$ cat config.mk
export PLATFORM = sky130hd
export DESIGN_NAME = dac_spi_writer
export DESIGN_NICKNAME = d
export VERILOG_FILES = /design/src/rtl/dac_pkg.sv /design/src/rtl/dac_sclk_gen.sv /design/src/rtl/dac_spi_writer.sv
export SDC_FILE = /design/constraint.sdc
export NUM_CORES = 1
export LEC_CHECK = 0
export ABC_AREA = 1
export BUFFER_PORTS_ARGS = -buffer_cell sky130_fd_sc_hd__buf_2
export CAP_MARGIN = 10
export CORE_MARGIN = 3
export CORE_UTILIZATION = 60
export DETAILED_ROUTE_END_ITERATION = 10
export PLACE_DENSITY = 0.83
export SKIP_CTS_REPAIR_TIMING = 1
export SYNTH_ARGS = -nofsm -noshare
export SYNTH_HDL_FRONTEND = slang
export SYNTH_HIERARCHICAL = 1
export SYNTH_SLANG_ARGS = --single-unit
$ cat constraint.sdc
create_clock -name i_clk -period 2.5 [get_ports i_clk]
set_input_delay 0.25 -clock i_clk [delete_from_list [all_inputs] [get_ports i_clk]]
set_output_delay 0.25 -clock i_clk [all_outputs]
set_load 0.005 [all_outputs]
$ cat src/rtl/dac_pkg.sv
// dac_pkg: constants and state encoding shared by the DAC write engine.
package dac_pkg;

   // Frame width shared with the ADC read engine on the other side of the analog path
   localparam int DAC_DATA_WIDTH = 16;

   typedef enum logic [2:0] {
      ST_IDLE  = 3'd0,
      ST_SETUP = 3'd1,
      ST_SHIFT = 3'd2,
      ST_HOLD  = 3'd3,
      ST_LOAD  = 3'd4,
      ST_GAP   = 3'd5
   } dac_state_e;

   // Plain constants for the state register, taken from the enum above
   localparam logic [2:0] S_IDLE  = ST_IDLE;
   localparam logic [2:0] S_SETUP = ST_SETUP;
   localparam logic [2:0] S_SHIFT = ST_SHIFT;
   localparam logic [2:0] S_HOLD  = ST_HOLD;
   localparam logic [2:0] S_LOAD  = ST_LOAD;
   localparam logic [2:0] S_GAP   = ST_GAP;

endpackage

$ cat src/rtl/dac_sclk_gen.sv
// dac_sclk_gen: serial clock generator for the DAC. Each half-period lasts
// CLK_DIV system clocks. The clock idles low and restarts at the beginning of a
// low phase whenever it is re-enabled. o_fall flags the last cycle of a high phase.
module dac_sclk_gen #(
   parameter int CLK_DIV = 4
) (
   input  logic i_clk,
   input  logic i_rst,
   input  logic i_en,
   output logic o_sclk,
   output logic o_fall
);

   localparam int CW = (CLK_DIV > 1) ? $clog2(CLK_DIV) : 1;
   localparam logic [CW-1:0] HALF_LAST = CW'(CLK_DIV - 1);

   logic [CW-1:0] r_cnt;
   logic          r_sclk;
   logic          w_wrap;

   assign w_wrap = i_en && (r_cnt == HALF_LAST);

   // Half-period counter; the serial clock toggles at each wrap
   always_ff @(posedge i_clk or posedge i_rst) begin
      if (i_rst) begin
         r_cnt  <= '0;
         r_sclk <= 1'b0;
      end else if (!i_en) begin
         r_cnt  <= '0;
         r_sclk <= 1'b0;
      end else if (w_wrap) begin
         r_cnt  <= '0;
         r_sclk <= ~r_sclk;
      end else begin
         r_cnt  <= r_cnt + CW'(1);
      end
   end

   assign o_sclk = r_sclk;
   assign o_fall = w_wrap & r_sclk;

endmodule

$ cat src/rtl/dac_spi_writer.sv
// dac_spi_writer: captures a value on a LATCH rising edge, shifts it MSB-first
// to an SPI DAC and then strobes LDAC. A one-deep pending slot queues a request
// that arrives while a frame is in progress.
module dac_spi_writer
   import dac_pkg::*;
#(
   parameter int DATA_WIDTH = DAC_DATA_WIDTH,
   parameter int CLK_DIV    = 4,
   parameter int CS_SETUP   = 2,
   parameter int CS_HOLD    = 2,
   parameter int LDAC_WIDTH = 2,
   parameter int CS_IDLE    = 4
) (
   input  logic                  i_clk,
   input  logic                  i_rst,
   input  logic                  i_latch,
   input  logic [DATA_WIDTH-1:0] i_value,
   output logic                  o_cs_dac,
   output logic                  o_clk_dac,
   output logic                  o_sdo_dac,
   output logic                  o_ldac_dac,
   output logic                  o_busy,
   output logic                  o_done,
   output logic                  o_overrun
);

   localparam int CNT_W = 16;
   localparam int BIT_W = (DATA_WIDTH > 1) ? $clog2(DATA_WIDTH) : 1;
   localparam logic [CNT_W-1:0] SETUP_LAST = CNT_W'(CS_SETUP - 1);
   localparam logic [CNT_W-1:0] HOLD_LAST  = CNT_W'(CS_HOLD - 1);
   localparam logic [CNT_W-1:0] LOAD_LAST  = CNT_W'(LDAC_WIDTH - 1);
   localparam logic [CNT_W-1:0] GAP_LAST   = CNT_W'(CS_IDLE - 1);
   localparam logic [BIT_W-1:0] BIT_TOP    = BIT_W'(DATA_WIDTH - 1);

   logic [2:0]            r_state;
   logic [CNT_W-1:0]      r_cnt;
   logic [BIT_W-1:0]      r_bit;
   logic [DATA_WIDTH-1:0] r_shift;
   logic [DATA_WIDTH-1:0] r_pend_val;
   logic                  r_pend;
   logic                  r_latch_q;
   logic                  r_cs;
   logic                  r_sdo;
   logic                  r_ldac;
   logic                  r_overrun;

   logic                  w_edge;
   logic                  w_gap_exit;
   logic                  w_sclk;
   logic                  w_fall;
   logic [DATA_WIDTH-1:0] w_shift_nxt;
   logic [DATA_WIDTH-1:0] w_start_val;

   assign w_edge      = i_latch & ~r_latch_q;
   assign w_gap_exit  = (r_state == S_GAP) && (r_cnt == GAP_LAST);
   assign w_shift_nxt = r_shift << 1;
   // A fresh edge on the GAP exit cycle beats the queued value
   assign w_start_val = w_edge ? i_value : r_pend_val;

   dac_sclk_gen #(
      .CLK_DIV (CLK_DIV)
   ) u_sclk (
      .i_clk  (i_clk),
      .i_rst  (i_rst),
      .i_en   (r_state == S_SHIFT),
      .o_sclk (w_sclk),
      .o_fall (w_fall)
   );

   // LATCH history for rising-edge detection
   always_ff @(posedge i_clk or posedge i_rst) begin
      if (i_rst) r_latch_q <= 1'b0;
      else       r_latch_q <= i_latch;
   end

   // Frame sequencer: phase/bit counters, shift register, pending slot and pin drivers
   always_ff @(posedge i_clk or posedge i_rst) begin
      if (i_rst) begin
         r_state    <= S_IDLE;
         r_cnt      <= '0;
         r_bit      <= '0;
         r_shift    <= '0;
         r_pend_val <= '0;
         r_pend     <= 1'b0;
         r_cs       <= 1'b1;
         r_sdo      <= 1'b0;
         r_ldac     <= 1'b1;
         r_overrun  <= 1'b0;
      end else begin
         r_overrun <= 1'b0;
         // Requests landing mid-frame go to the pending slot; the GAP exit cycle is handled below
         if (w_edge && (r_state != S_IDLE) && !w_gap_exit) begin
            r_pend     <= 1'b1;
            r_pend_val <= i_value;
            r_overrun  <= r_pend;
         end
         case (r_state)
            S_IDLE: begin
               if (w_edge) begin
                  r_shift <= i_value;
                  r_sdo   <= i_value[DATA_WIDTH-1];
                  r_cs    <= 1'b0;
                  r_cnt   <= '0;
                  r_state <= S_SETUP;
               end
            end
            S_SETUP: begin
               if (r_cnt == SETUP_LAST) begin
                  r_cnt   <= '0;
                  r_bit   <= BIT_TOP;
                  r_state <= S_SHIFT;
               end else begin
                  r_cnt <= r_cnt + CNT_W'(1);
               end
            end
            S_SHIFT: begin
               // Data moves only as the serial clock falls; bit 0 stays on the pin through HOLD
               if (w_fall) begin
                  if (r_bit == '0) begin
                     r_cnt   <= '0;
                     r_state <= S_HOLD;
                  end else begin
                     r_bit   <= r_bit - BIT_W'(1);
                     r_shift <= w_shift_nxt;
                     r_sdo   <= w_shift_nxt[DATA_WIDTH-1];
                  end
               end
            end
            S_HOLD: begin
               if (r_cnt == HOLD_LAST) begin
                  r_cs    <= 1'b1;
                  r_sdo   <= 1'b0;
                  r_ldac  <= 1'b0;
                  r_cnt   <= '0;
                  r_state <= S_LOAD;
               end else begin
                  r_cnt <= r_cnt + CNT_W'(1);
               end
            end
            S_LOAD: begin
               if (r_cnt == LOAD_LAST) begin
                  r_ldac  <= 1'b1;
                  r_cnt   <= '0;
                  r_state <= S_GAP;
               end else begin
                  r_cnt <= r_cnt + CNT_W'(1);
               end
            end
            S_GAP: begin
               if (w_gap_exit) begin
                  if (w_edge || r_pend) begin
                     r_shift   <= w_start_val;
                     r_sdo     <= w_start_val[DATA_WIDTH-1];
                     r_cs      <= 1'b0;
                     r_cnt     <= '0;
                     r_pend    <= 1'b0;
                     r_overrun <= w_edge & r_pend;
                     r_state   <= S_SETUP;
                  end else begin
                     r_cnt   <= '0;
                     r_state <= S_IDLE;
                  end
               end else begin
                  r_cnt <= r_cnt + CNT_W'(1);
               end
            end
            default: begin
               r_cnt   <= '0;
               r_state <= S_IDLE;
            end
         endcase
      end
   end

   assign o_cs_dac   = r_cs;
   assign o_clk_dac  = w_sclk;
   assign o_sdo_dac  = r_sdo;
   assign o_ldac_dac = r_ldac;
   assign o_busy     = (r_state != S_IDLE);
   assign o_done     = w_gap_exit;
   assign o_overrun  = r_overrun;

endmodule

### After elaboration in Yosys (flattened, before gate mapping)

Index checks and enable logic that the tools add are counted.

| storage, ports and cells | value |
|---|---|
| bits in registers | 63 |
| input bits | 19 |
| logic and storage cells | 112 |

| cells by class | value |
|---|---|
| add/sub/neg operators | 3 |
| equality and inequality tests | 18 |
| multiplexer cells | 51 |
| bitwise logic cells | 5 |
| reductions and logical operators | 22 |

Operators by type and width:

| kind | number |
|---|---|
| two-way mux 16 bit | 6 |
| two-way mux 15 bit | 5 |
| one-hot mux 16 bit (4 select lines) | 1 |
| one-hot mux 15 bit (3 select lines) | 1 |
| two-way mux 1 bit | 21 |
| two-way mux 3 bit | 7 |
| inequality test 2 bit, second input constant | 9 |
| one-hot mux 3 bit (6 select lines) | 1 |
| adder 16 x 1 -> 16 bit, second input constant | 1 |
| equality test 16 x 1 -> 1 bit, second input constant | 1 |
| equality test 16 x 2 -> 1 bit, second input constant | 1 |
| AND reduction 7 bit | 2 |
| two-way mux 4 bit | 3 |
| nonzero test 3 bit | 3 |
| one-hot mux 4 bit (2 select lines) | 1 |
| equality test 3 x 2 -> 1 bit, second input constant | 2 |
| equality test 3 bit, second input constant | 2 |
| AND reduction 3 bit | 2 |
| AND reduction 6 bit | 1 |
| AND reduction 5 bit | 1 |
| logical AND 1 bit | 4 |
| zero test 4 bit | 1 |
| two-way mux 2 bit | 2 |
| one-hot mux 1 bit (4 select lines) | 1 |
| other kinds (16) | 20 |

### Depth between registers and ports, before layout

| depth | value |
|---|---|
| depth in word-level cells | 8 |
| mapped depth | 17 |
| depth with buffers taken out | 14 |

### Hierarchy

Netlist, hierarchy kept.

Modules (own cells, without submodules):

| module | times used | cells an instance | area each (um2) | sequential area each (um2) |
|---|---|---|---|---|
| dac_spi_writer | 1 | 496 | 3,548.4 | 1,503.9 |
| dac_sclk_gen | 1 | 16 | 135.1 | 75.1 |

### Worst setup path before layout

No wires, ideal clock.

| timing | value |
|---|---|
| kind | register to register |
| start point | register r_state[0] |
| end point | register r_shift[0] |
| data arrival time | 1,938 ps |
| data required time | 2,382 ps |
| setup slack | 444 ps |
| stages on the path, launching flop included | 18 |
| path buffers | 3 |
| clock period less this slack | 2,056 ps |
| path through | dfrtp_1 -> inv_1 -> nand3_2 -> inv_2 -> buf_4 -> buf_2 -> nand2_1 -> nor2_1 -> inv_1 -> nand4_1 -> nand2_1 -> inv_1 -> nand2_1 -> inv_2 -> nand3_4 -> buf_6 -> nand2_1 -> nand2_1 |

| between the ends | value |
|---|---|
| word-level cells in the longest chain between the ends | 5 |
| elaborated cells on any way between the ends | 14 |

Ends and longest elaborated chain:

| what | RTL line | RTL |
|---|---|---|
| start: declaration | dac_spi_writer.sv:35 | `logic [2:0] r_state;` |
| start signal: assignment | dac_spi_writer.sv:79 | `r_state <= S_IDLE;` |
| start signal: assignment | dac_spi_writer.sv:104 | `r_state <= S_SETUP;` |
| start signal: assignment | dac_spi_writer.sv:111 | `r_state <= S_SHIFT;` |
| equality test 3 x 2 -> 1 bit | dac_spi_writer.sv:65 | `.i_en (r_state == S_SHIFT),` |
| logical AND 1 bit | dac_sclk_gen.sv:21 | `assign w_wrap = i_en && (r_cnt == HALF_LAST);` |
| AND 1 bit | dac_sclk_gen.sv:40 | `assign o_fall = w_wrap & r_sclk;` |
| named net w_fall | dac_spi_writer.sv:50 | `logic w_fall;` |
| inequality test 2 bit (no source line) | - |  |
| AND reduction 6 bit (no source line) | - |  |
| end signal: assignment | dac_spi_writer.sv:100 | `r_shift <= i_value;` |
| end signal: assignment | dac_spi_writer.sv:124 | `r_shift <= w_shift_nxt;` |
| end signal: assignment | dac_spi_writer.sv:152 | `r_shift <= w_start_val;` |
| end: declaration | dac_spi_writer.sv:38 | `logic [DATA_WIDTH-1:0] r_shift;` |

The timed path passes the listed nets, and every way through them passes these cells.
A chain may end at the register's enable or synchronous reset.

### Final worst setup path

| timing | value |
|---|---|
| start point | register r_state[0] |
| end point | register r_shift[10] |

Same word-level chain as after synthesis.

==> out/metrics.cfg <==
[outcome]
status=finished clean

[worst_setup_path]
crit_path_end_kind=register
crit-reg2reg-launch=r_state[0]$_DFFE_PP0P_
critical_path.cell_chain=inv_1 > nand3_2 > inv_2 > nand2_1 > nor2_1 > inv_1 > nand4_1 > nand2_1 > inv_1 > nand2_1 > inv_2 > nand3_4 > nand2_1 > nand2_1
critical_path.n_buffers_inverters=5
worst_ep_required_time_ps=2720
critPathMaxStageDelay_ps=450
critPathSlowestCell=sky130_fd_sc_hd__dfrtp_1
worst-r2r-setup-slack_ps=340
critical_path.max_fanout=16
critical-path-top-cell-by-count=sky130_fd_sc_hd__nand2_1
worstSetupStartpoint=r_state[0]$_DFFE_PP0P_
cp_top_family=simple AND/OR/NAND/NOR gates
critical_path_class=reg2reg
worst-endpoint-arrival_ps=2380
startpoint_type=register

[power]
cell_leakage_power_nw=2.10
net_switching_power_mw=2.27
internal-power_mw=2.68
power.share.sequential_pct=36.3
vdd_ir_drop_max_mv=0.694
power.switching_fraction_pct=45.9
comb_power_share_pct=45.8
power.clock.fraction_pct=17.9
power-per-cell-area_nw_per_um2=1220

[floorplanning]
floorplan.initialDensity_pct=64.5
chipHeight_microns=84.4
io_pins=26
core_sq_um=5710
rows=27
die_w_microns=84.4
floorplan.die_area_sq_um=7120

[synthesis]
synth-edff-count=0
post-synth-top-area-fraction_pct=41.4
yosys.area_share.xor_xnor_pct=1.66
synth_top_family_by_area=simple AND/OR/NAND/NOR gates
post_synth_main_area_contributors=sky130_fd_sc_hd__dfrtp_1, sky130_fd_sc_hd__nand2_1, sky130_fd_sc_hd__nand3_1
synthMuxAreaShare_pct=0
synth.most_common_cell=sky130_fd_sc_hd__nand2_1
synth.cells.most_frequent=sky130_fd_sc_hd__nand2_1, sky130_fd_sc_hd__dfrtp_1, sky130_fd_sc_hd__nand3_1
ys_seq_area_share_pct=42.9
adder_cell_share_of_the_synthesized_area_pct=1.70
syn_area_sq_um=3680
fraction_of_the_mapped_netlist_area_in_compound_gates_pct=10.4
synth-seq-cells=63
distinct_cells_synth=30
postSynth.topFlopCell=sky130_fd_sc_hd__dfrtp_1
simple_gate_share_of_the_synthesized_area_pct=34.6
post_synthesis_net_count=536
synthDominantAreaCellType=sky130_fd_sc_hd__dfrtp_1
ys_async_sr_fraction_pct=100
syn-mean-instance-area_sq_um=7.19
syn_inst=512
synth_warnings=6

[place]
numPlacedInstances=598
portBuffers=25
place_ws_ps=463
post_dp_cell_area_sq_um=3850
hpwl_mm=5.84
place.gp.congestion=0.864

[cts]
cts_inserted_buffers=9
longest_clk_path_bufs=2
path_clk_slew_ps=70
insertion_delay_ps=340
sink_count_of_the_clock_tree=63
cts_htree_levels=3
cts_root_buf=sky130_fd_sc_hd__clkbuf_8
tritoncts=built

[routing]
wl_met1_mm=3.88
firstDrtPassIters=5
drc=0
wl_final_mm=8.40
wl_met2_mm=3.94
total_via_count_in_the_routed_design=3484
dr.max_layer_used=met4
avgViaCountPerCell=5.67
routed_wire_length_per_instance_microns=13.7
dr_wl_met3_microns=472
antenna_violating_nets_left=0
detail_route.iter0.violations=331

[timing]
slew_headroom_pct=60.0
period_share_pct=86.3
final_hold_viol_count=0
fin_hold_ws_ps=44.9
report.final.setup_viol=0
fin_worst_skew_ps=14.7
grt_setup_unrepaired=false
fin_tns_setup_ps=0
timing.final.ws_setup_ps=343
final.min_clock_period_ps=2160
worst_pin_slew_ps=596
achievable_clock_frequency_mhz=464
slew_violations=0

[finish]
finish.net_count=562
area_delta_synth_final_pct=10.2
fin_cells=615
post-route-cell-area_sq_um=4060
antenna-diode-count=0
share_of_post_route_cells_with_drive_strength_above_1_pct=12.2
fillerInstances=475

[grt]
globalRoute.totalOverflow=0
grt_antenna_before_repair=0
groute.usage.overall_pct=24.9
largest_net_degree_at_the_start_of_global_routing=33
wire_length_of_the_first_global_routing_pass_mm=14.6
grt_pass1_vias=3309

[flow_run]
max-cap-violations=0

[worst_hold_path]
min-delay-path-class=in2reg
hp-start=i_latch

==> layout by cell type, fill, tap and decap left out, drive strengths merged <==
master       count
clkbuf           9
clkinvlp         1
o21bai           2
o21ai           51
xnor2            1
inv             55
dfrtp           61
o211ai           9
dlygate4sd3      1
clkinv           5
dfstp            2
buf             34
o221ai           1
nand3           54
nand2          170
xor2             6
o22ai            1
ha               5
nor3             7
a21oi            6
nand4           22
nor2            39
bufinv           1
==> layer usage <==
layer	vias up	GRT usage, %
li1	1720	-
met3	19	4.51
met4	0	8.06
met1	1628	34.2
met5	-	0
met2	117	40.2
==> cell families after synthesis <==
| family | count (synthesis) |
|---|---|
| and+or+nand+nor | 292 |
| buffers and inverters | 75 |
| adders and majority gates | 5 |
| AOI/OAI and AO/OA | 70 |
| DFF | 63 |
| xor gates and xnor gates | 7 |
==> area by class of cell <==
type,count,area [sq um],share of cell area (%)
Timing Repair Buffer,35,203,5.00
Inverter,55,206,5.09
Clock buffer,9,124,3.05
Multi-Input combinational cell,374,1780,43.9
Clock inverter,7,73.8,1.82
Sequential cell,63,1580,38.9
Tap cell,72,90.1,2.22
==> power groups by stage <==
stage	sequential (mW)	combinational (mW)	clock (mW)
2_1_floorplan	1.73	1.77	0
3_5_place_dp	1.80	2.23	0
3_3_place_gp	1.79	2.13	0
4_1_cts	1.79	2.24	0.894
5_1_grt	1.86	2.57	0.942
6_report	1.80	2.26	0.886
==> flip-flops by register name, summed over array words and instances, names as in the netlist <==
signal	flops
o_sdo_dac	1
r_bit	4
o_overrun	1
r_state	3
r_latch_q	1
u_sclk/r_cnt	2
u_sclk/o_sclk	1
r_pend	1
r_pend_val	16
r_shift	15
o_cs_dac	1
o_ldac_dac	1
r_cnt	16
==> metrics by stage <==
step | power [mW] | utilization [%]
after detailed placement | 4.03 | 67.4
after floorplan | 3.50 | -
after global routing | 5.37 | 71.1
after CTS | 4.92 | 70.9
after global placement | 3.92 | 67.4
final | 4.95 | 71.1
==> final timing paths <==
check                                            endpoint  depth (start not counted)
max in group asynchronous           r_cnt[13]$_DFFE_PP0P_                          4
min in group asynchronous       u_sclk/r_cnt[0]$_DFF_PP0_                          3
worst min-delay path                  r_latch_q$_DFF_PP0_                          1
worst min register to register  u_sclk/r_cnt[0]$_DFF_PP0_                          1
worst max-delay path              r_shift[10]$_DFFE_PP0P_                         14
worst max register to register    r_shift[10]$_DFFE_PP0P_                         14
No activity file was read; power rests on OpenSTA's default activity.
